File: config.mk
export PLATFORM = sky130hd
export DESIGN_NAME = sap_control_sequencer
export DESIGN_NICKNAME = d
export VERILOG_FILES = /design/src/rtl/sap_ctrl_pkg.sv /design/src/rtl/sap_ring_counter.sv /design/src/rtl/sap_control_sequencer.sv
export SDC_FILE = /design/constraint.sdc
export NUM_CORES = 1
export LEC_CHECK = 0
export CAP_MARGIN = 10
export CORE_MARGIN = 2
export CORE_UTILIZATION = 46
export DETAILED_ROUTE_END_ITERATION = 7
export PLACE_DENSITY = 0.77
export SYNTH_ARGS = -nofsm -noshare
export SYNTH_HDL_FRONTEND = slang
export SYNTH_SLANG_ARGS = --single-unit
File: constraint.sdc
create_clock -name CLK -period 2.5 [get_ports CLK]
set_input_delay 0.5 -clock CLK [delete_from_list [all_inputs] [get_ports CLK]]
set_output_delay 0.5 -clock CLK [all_outputs]
set_load 0.02 [all_outputs]
File: src/rtl/sap_ctrl_pkg.sv
// rtl/sap_ctrl_pkg.sv - SAP control sequencer opcodes, control-word layout and T-state constants
package sap_ctrl_pkg;

  typedef enum logic [3:0] {
    OP_LDA = 4'b0000,
    OP_ADD = 4'b0001,
    OP_SUB = 4'b0010,
    OP_OUT = 4'b1110,
    OP_HLT = 4'b1111
  } opcode_e;

  // Bit positions within CON; *_N bits are active-low
  typedef enum int {
    CON_LO_N = 0,
    CON_LB_N = 1,
    CON_EU   = 2,
    CON_SU   = 3,
    CON_EA   = 4,
    CON_LA_N = 5,
    CON_EI_N = 6,
    CON_LI_N = 7,
    CON_CE_N = 8,
    CON_LM_N = 9,
    CON_EP   = 10,
    CON_CP   = 11
  } con_bit_e;

  typedef enum logic [5:0] {
    TS_T1 = 6'b000001,
    TS_T2 = 6'b000010,
    TS_T3 = 6'b000100,
    TS_T4 = 6'b001000,
    TS_T5 = 6'b010000,
    TS_T6 = 6'b100000
  } t_state_e;

  localparam logic [11:0] CON_IDLE   = 12'h3E3;
  localparam logic [11:0] CON_T1     = 12'h5E3;
  localparam logic [11:0] CON_T2     = 12'hBE3;
  localparam logic [11:0] CON_T3     = 12'h263;
  localparam logic [11:0] CON_LDA_T4 = 12'h1A3;
  localparam logic [11:0] CON_LDA_T5 = 12'h2C3;
  localparam logic [11:0] CON_LDA_T6 = 12'h3E3;
  localparam logic [11:0] CON_ADD_T4 = 12'h1A3;
  localparam logic [11:0] CON_ADD_T5 = 12'h2E1;
  localparam logic [11:0] CON_ADD_T6 = 12'h3C7;
  localparam logic [11:0] CON_SUB_T4 = 12'h1A3;
  localparam logic [11:0] CON_SUB_T5 = 12'h2E1;
  localparam logic [11:0] CON_SUB_T6 = 12'h3CF;
  localparam logic [11:0] CON_OUT_T4 = 12'h3F2;
  localparam logic [11:0] CON_OUT_T5 = 12'h3E3;
  localparam logic [11:0] CON_OUT_T6 = 12'h3E3;

endpackage

File: src/rtl/sap_ring_counter.sv
// rtl/sap_ring_counter.sv - one-hot T-state ring, falling-edge stepped, with freeze and recovery
module sap_ring_counter #(
  parameter int WIDTH = 6
) (
  input  logic             i_clk,
  input  logic             i_rst,
  input  logic             i_freeze,
  output logic [WIDTH-1:0] o_ring
);

  logic [WIDTH-1:0] r_ring;
  logic [WIDTH-1:0] w_first;

  assign w_first = {{(WIDTH-1){1'b0}}, 1'b1};

  // A corrupted (non one-hot) ring restarts at T1 even when frozen
  always_ff @(negedge i_clk or posedge i_rst) begin
    if (i_rst) begin
      r_ring <= w_first;
    end else if (!$onehot(r_ring)) begin
      r_ring <= w_first;
    end else if (!i_freeze) begin
      r_ring <= {r_ring[WIDTH-2:0], r_ring[WIDTH-1]};
    end
  end

  assign o_ring = r_ring;

endmodule

File: src/rtl/sap_control_sequencer.sv
// rtl/sap_control_sequencer.sv - SAP T-state sequencing, halt flag and control-word decode
module sap_control_sequencer
  import sap_ctrl_pkg::*;
#(
  parameter int T_STATES = 6
) (
  input  logic                CLK,
  input  logic                CLR,
  input  logic [3:0]          OPCODE,
  output logic [11:0]         CON,
  output logic [T_STATES-1:0] T,
  output logic                HLT
);

  logic [T_STATES-1:0] w_ring;
  logic                w_halt_now;
  logic                r_hlt;
  logic [11:0]         w_con;

  assign w_halt_now = (w_ring == TS_T4) && (OPCODE == OP_HLT);

  sap_ring_counter #(.WIDTH(T_STATES)) u_ring (
    .i_clk    (CLK),
    .i_rst    (CLR),
    .i_freeze (r_hlt | w_halt_now),
    .o_ring   (w_ring)
  );

  always_ff @(negedge CLK or posedge CLR) begin
    if (CLR) begin
      r_hlt <= 1'b0;
    end else if (w_halt_now) begin
      r_hlt <= 1'b1;
    end
  end

  // Reset and halt both force the idle word so no load can fire
  always_comb begin
    w_con = CON_IDLE;
    if (!CLR && !r_hlt) begin
      case (w_ring)
        TS_T1: w_con = CON_T1;
        TS_T2: w_con = CON_T2;
        TS_T3: w_con = CON_T3;
        TS_T4: begin
          case (OPCODE)
            OP_LDA:  w_con = CON_LDA_T4;
            OP_ADD:  w_con = CON_ADD_T4;
            OP_SUB:  w_con = CON_SUB_T4;
            OP_OUT:  w_con = CON_OUT_T4;
            default: w_con = CON_IDLE;
          endcase
        end
        TS_T5: begin
          case (OPCODE)
            OP_LDA:  w_con = CON_LDA_T5;
            OP_ADD:  w_con = CON_ADD_T5;
            OP_SUB:  w_con = CON_SUB_T5;
            OP_OUT:  w_con = CON_OUT_T5;
            default: w_con = CON_IDLE;
          endcase
        end
        TS_T6: begin
          case (OPCODE)
            OP_LDA:  w_con = CON_LDA_T6;
            OP_ADD:  w_con = CON_ADD_T6;
            OP_SUB:  w_con = CON_SUB_T6;
            OP_OUT:  w_con = CON_OUT_T6;
            default: w_con = CON_IDLE;
          endcase
        end
        default: w_con = CON_IDLE;
      endcase
    end
  end

  assign CON = w_con;
  assign T   = w_ring;
  assign HLT = r_hlt;

endmodule
# == Word-level counts from Yosys, hierarchy flattened ==
# Index checks and enable logic that the tools add are counted.
# totals
out_inout_bits,19
in_bits,6
elab_cells,34
ff_bits,7
# classes
n_reduce_logical,7
muxes,7
eq_ne,12
n_bitwise,1
addsub,5
# ops
cell,count
12-bit one-hot mux with 6 select lines,1
10-bit one-hot mux with 2 select lines,1
9-bit one-hot mux with 2 select lines,1
12-bit 2-to-1 mux,1
6-bit 2-to-1 mux,2
6-bit one-hot mux with 2 select lines,1
"4-bit equality test, second input constant",2
1-bit by 1-bit adder with 2-bit output,3
3-bit adder,2
"6-bit by 1-bit equality test with 1-bit output, second input constant",1
"6-bit by 2-bit equality test with 1-bit output, second input constant",1
"6-bit by 3-bit equality test with 1-bit output, second input constant",1
"6-bit by 4-bit equality test with 1-bit output, second input constant",1
"6-bit by 5-bit equality test with 1-bit output, second input constant",1
"6-bit equality test, second input constant",1
"4-bit by 1-bit equality test with 1-bit output, second input constant",1
"4-bit by 2-bit equality test with 1-bit output, second input constant",1
4-bit logical NOT,1
"3-bit by 1-bit equality test with 1-bit output, second input constant",1
3-bit OR reduction,1
1-bit logical AND,2
1-bit logical NOT,2
"2-bit != test, second input constant",1
2-bit OR reduction,1
1-bit bitwise OR,1

# == Logic depth before layout (Yosys ltp) ==
# Gate-level depths: netlist (run 1).
# logic_depth
word_depth,5
depth_mapped,9
ltp_nobuf,9

# == Cells and area by module ==
# From an unflattened synthesis (run 1), not the netlist that was laid out.
# unflattened
cells_unflattened,93
hier_area_um2,798.3
# modules_own_cells
module,area_each_um2,seq_area_each_um2,cells_per_inst,instances
sap_control_sequencer,435.4,25.0,58,1
sap_ring_counter,362.8,151.4,35,1

==> reports/qor.yml, run 1 <==
status: "finished with violations"
violations: "negative setup slack"
worst_setup_hold_path_clk_slew_ps: 70
syn_inst: 95
synth_cell_types: 29
crit_chain: "inv_2 -> ha_2 -> o211ai_1 -> a221oi_4 -> nand4_1 -> buf_2"
slowest_stage: "a221oi_4"
total_power_w: 0.00169
crit_buf_inv: 2
initial_core_util_pct: 48.6
setup_viol: 19
drive_above_1_share_pct: 63.6
synthMuxAreaShare_pct: 5.97
io_pins: 25
yosys.area_share.simple_pct: 24.9
cts-root-buf: "clkbuf_4"
async_flop_share_pct: 100
crit_start: "u_ring.o_ring[0]$_DFFE_NP1P_"
htree_levels: 1
cts.sinks: 7
vias: 1209
max_stage_delay_ps: 430
worstPathRequired_ps: 2000
gp_congestion: 0.908
layout-area-overhead-vs-synth_pct: 98.4
yosys_warnings: 0
dieArea_sq_um: 2180
clk_path_buf_depth: 2
totalWireLength_um: 4530
synth_top_family_by_area: "simple AND/OR/NAND/NOR gates"
end_kind: "output port"
finalInstanceArea_sq_um: 1660
drc: 0
clk_latency_ps: 350
max_cap_violations: 0
synth_nets: 116
tritoncts: "built"
worst_pin_slew_ps: 427
layout_common_cells: "42 x buf_4, 20 x buf_6, 9 x nand3_1"
synthAdderAreaFrac_pct: 24.2
synthFlopType: "dfrtn_1"
syn_area_per_cell_sq_um: 8.82
portBuffers: 24
rows: 15
grt_pass1_vias: 1237
finalHoldViolations: 0
viasPerCell: 6.36
placed_area_sq_um: 1480
grt_max_degree: 8
powerDensity_nw_per_um2: 1020
dp_hpwl_um: 2160
timing.setup.tns_ps: -15590
hp-start: "u_ring.o_ring[5]$_DFFE_NP0P_"
slew_headroom_pct: 71.4
core_region_area_sq_um: 1730
final_max_slew_viol_count: 0
cts_buffers: 3
drt_iter0_drc: 86
crit_arrival_ps: 3320
synth_edf_count: 0
syn_area_sq_um: 838
diodes: 0
startpoint_type: "register"
r2r_start: "u_ring.o_ring[0]$_DFFE_NP1P_"
worst_hold_slack_ps: 762
p_leak_nw: 0.753
fin_skew_ps: 78.1
grt_pass1_wl_um: 6230
grt_usage_pct: 42.1
crit_family: "compound AO/OA/AOI/OAI gates"
antenna_found_initial: 0
rsz0062_at_grt: "yes"
firstDrtPassIters: 4
die_y_um: 46.7
final_nets: 187
critPathKind: "register to output port"
crit_fanout: 4
fin_ws_ps: -1320
synth-compound-area-share_pct: 14.5
drt.antenna.violating_nets: 0
ir_drop_v: 0.00118
hold_path.class: "register to register"
overflow: 0
ys_ff_latch: 7
final_common_cell: "buf_4"
routedWlPerCell_um: 23.8
synth_seq_area_share_pct: 21.0
die_x_um: 46.7
synth-xor-area-share_pct: 2.09
post-route-util_pct: 96.3
[sequential cells by signal, summed over array words and instances, names as in the netlist]
name,count
HLT,1
u_ring.o_ring,6
[report_power, final]
part / switching (W) / leakage, nW / internal, W
Sequential: 0.0000347 / 0.0923 / 0.000156
Combinational: 0.000729 / 0.641 / 0.000643
Clock: 0.0000684 / 0.0203 / 0.0000640
[what timing repair did]
item	4_1_cts	5_1_grt
hold buffers	0	0
pin swaps	10	12
endpoints found under the setup margin	26	20
resized for setup	122	20
buffers inserted	5	7
endpoints found under the hold margin	0	0
[final cells by class]
type	count	area, sq um
clock buffers	4	26.3
clock inverters	1	3.75
fillers	40	63.8
inverters	11	41.3
multi-input cells	74	793
flip-flops and latches	7	176
well taps	25	31.3
repair buffers	68	591
[through the flow]
step	setup slack [ps]	std cells
global route	-1480	190
finish	-1320	190
CTS	-1180	185
global placement	-1250	178
floorplan	-923	95
detailed placement	-1260	178
[cell families after synthesis]
group | after synthesis
AOI/OAI and AO/OA | 14
xor gates and xnor gates | 2
adders and majority gates | 15
buffers and inverters | 14
DFF | 7
muxes | 5
and+or+nand+nor | 38
[worst reg2reg max path: stages, from the launching register on]
cell,delay (ps)
dfstp_2,550
inv_2,60
ha_2,320
inv_1,50
fa_1,440
inv_1,90
ha_2,290
nor2_4,120
buf_6,140
nand3_1,120
mux2i_1,210
[synth_stat cells (2+ instances only)]
| cell | count | share of area, % |
|---|---|---|
| a21oi_1 | 3 | 1.8 |
| dfrtn_1 | 6 | 18 |
| ha_1 | 13 | 19 |
| a211o_1 | 2 | 2.1 |
| nand3_1 | 13 | 7.8 |
| nor2_1 | 6 | 2.7 |
| inv_1 | 12 | 5.4 |
| nand4_1 | 2 | 1.5 |
| nand2b_1 | 2 | 1.5 |
| or2_2 | 3 | 2.2 |
| mux2i_1 | 5 | 6.0 |
| xnor2_1 | 2 | 2.1 |
| nand2_1 | 3 | 1.3 |
| fa_1 | 2 | 4.8 |
| o211ai_1 | 4 | 3.6 |
| nor4_1 | 3 | 2.2 |
| and2_1 | 2 | 1.5 |
[routing by layer]
| layer | GRT usage (%) | part of all wire [%] | vias to the layer above | routed length (um) |
|---|---|---|---|---|
| met3 | 7.84 | 7.8 | 43 | 354 |
| met2 | 77.2 | 50 | 115 | 2280 |
| met1 | 44.5 | 34 | 566 | 1540 |
| met4 | 23.3 | 7.8 | 0 | 353 |
| met5 | 0 | 0 | - | 0 |
| li1 | - | - | 485 | - |
[worst paths after layout]
path / end / slack (ps) / cells past startpoint
max: CON[8] / -1320 / 6
min: u_ring.o_ring[5]$_DFFE_NP0P_ / 760 / 3
max reg2reg: u_ring.o_ring[1]$_DFFE_NP0P_ / 50 / 10
min reg2reg: u_ring.o_ring[5]$_DFFE_NP0P_ / 760 / 3
max in group asynchronous: u_ring.o_ring[3]$_DFFE_NP0P_ / 500 / 3
min in group asynchronous: HLT$_DFFE_NP0P_ / 1650 / 2
(Power assumes the default switching activity.)
==> run 2, diff against run 1 <==
Settings changed: GPL_ROUTABILITY_DRIVEN set to 0, HOLD_SLACK_MARGIN set to 0.06.
==> results of run 2 <==
No change in the layout: final DEF, timing and power equal those of run 1.
==> run 3, diff against run 2 <==
Settings changed: GPL_TIMING_DRIVEN set to 0, SKIP_CTS_REPAIR_TIMING set to 1, SKIP_LAST_GASP set to 1.
==> reports/qor.yml, run 3 (synthesis results as in run 1) <==
die_x_um: 46.7
fin_ws_ps: -1320
viasPerCell: 5.41
tritoncts: "built"
core_region_area_sq_um: 1730
initial_core_util_pct: 48.6
largest_reg_flops: 6
routedWlPerCell_um: 15.0
post-route-util_pct: 83.6
clk_path_buf_depth: 2
min_to: "u_ring.o_ring[5]$_DFFE_NP0P_"
max_cap_violations: 0
final_common_cell: "buf_4"
drt.antenna.violating_nets: 0
p_leak_nw: 0.643
grt_max_degree: 9
hp-start: "u_ring.o_ring[5]$_DFFE_NP0P_"
slew_headroom_pct: 62.6
dp_hpwl_um: 1590
pre_cts_ws_ps: -1410
cts.sinks: 7
end_kind: "output port"
dp_cells: 144
fin_skew_ps: 44.3
holdPathStages: 2
rsz0062_at_grt: "yes"
drc: 0
io_pins: 25
startpoint_type: "register"
vias: 860
violations: "negative setup slack"
clk_latency_ps: 310
worstPathRequired_ps: 2000
dieArea_sq_um: 2180
r2r_start: "u_ring.o_ring[4]$_DFFE_NP0P_"
crit_family: "compound AO/OA/AOI/OAI gates"
crit_fanout: 8
ir_drop_v: 0.000974
rows: 15
timing.setup.tns_ps: -14070
worst_hold_slack_ps: 636
worst_pin_slew_ps: 556
fin_cells: 159
antenna_found_initial: 0
drive_above_1_share_pct: 49.3
die_y_um: 46.7
htree_levels: 1
hold_path.class: "register to register"
drt_iter0_drc: 8
final_nets: 156
cts-root-buf: "clkbuf_4"
firstDrtPassIters: 3
crit_arrival_ps: 3320
reg2reg_depth: 8
finalHoldViolations: 0
critPathKind: "register to output port"
worst_setup_hold_path_clk_slew_ps: 40
layout-area-overhead-vs-synth_pct: 72.2
crit_chain: "inv_1 -> ha_4 -> o211ai_1 -> buf_4 -> a221oi_4 -> o2111ai_2 -> buf_6"
portBuffers: 24
grt_usage_pct: 20.0
powerDensity_nw_per_um2: 886
slowest_stage: "dfrtn_1"
totalWireLength_um: 2380
fillCellCount: 114
final_max_slew_viol_count: 0
overflow: 0
grt_pass1_wl_um: 3120
max_stage_delay_ps: 400
diodes: 0
grt_pass1_vias: 748
rr_endpoint: "u_ring.o_ring[0]$_DFFE_NP1P_"
reg2reg_slack_ps: 120
crit_buf_inv: 3
cts_buffers: 3
layout_common_cells: "16 x buf_4, 11 x buf_6, 10 x inv_1"
status: "finished with violations"
setup_viol: 19
[run 3: cell types whose count changed in the layout (fill, tap and decap cells not counted), moves of 3 or more]
cell / change
buf_4: -26
buf_6: -9
dlygate4sd2_1: -4
dlymetal6s2s_1: +7
ha_2: -3
inv_1: +3
inv_2: -3
nand3_4: +3
[run 3: stage by stage]
step	power (W)	cell area [sq um]
after floorplan	0.000739	950
after detailed placement	0.000946	1220
after global placement	0.000926	1220
after CTS	0.00106	1250
final	0.00128	1440
after global routing	0.00138	1440
[run 3: metal layers]
metal	GRT usage (%)	wire, um
met5	0	0
met4	8.33	46
met3	0	62
met2	38.1	1260
met1	23.4	1020
[run 3: how the worst max path moves through the flow]
stage	from	depth (start not counted)	slack (ps)	endpoint
global route	u_ring.o_ring[0]$_DFFE_NP1P_	6	-1400	CON[5]
floorplan	u_ring.o_ring[0]$_DFFE_NP1P_	5	-920	CON[8]
detailed placement	u_ring.o_ring[0]$_DFFE_NP1P_	6	-1410	CON[5]
finish	u_ring.o_ring[1]$_DFFE_NP0P_	7	-1320	CON[1]
global placement	u_ring.o_ring[0]$_DFFE_NP1P_	6	-1370	CON[1]
CTS	u_ring.o_ring[0]$_DFFE_NP1P_	6	-1730	CON[5]
[run 3: report_power, final]
| group | internal (W) | leakage, nW | switching (W) |
|---|---|---|---|
| Sequential | 0.000157 | 0.0923 | 0.0000458 |
| Combinational | 0.000440 | 0.527 | 0.000531 |
| Clock | 0.0000590 | 0.0245 | 0.0000470 |
| Total | 0.000656 | 0.643 | 0.000624 |
[run 3: layout make-up]
| cell class | instances | area (sq um) | share of cell area, % |
|---|---|---|---|
| well taps | 25 | 31.3 | 2.17 |
| flip-flops and latches | 7 | 176 | 12.2 |
| clock inverters | 2 | 7.51 | 0.520 |
| plain buffers | 1 | 11.3 | 0.780 |
| clock buffers | 3 | 22.5 | 1.56 |
| multi-input cells | 74 | 811 | 56.2 |
| repair buffers | 36 | 340 | 23.6 |
| inverters | 11 | 43.8 | 3.03 |
[run 3: worst register-to-register path: cells and delay by family (launching register included)]
kind            cells  cell delay [ps]
fa+ha+maj           3              890
xor+xnor            1              480
flops               1              370
buf+inv             2              260
compound gates      1              240
simple gates        1              110
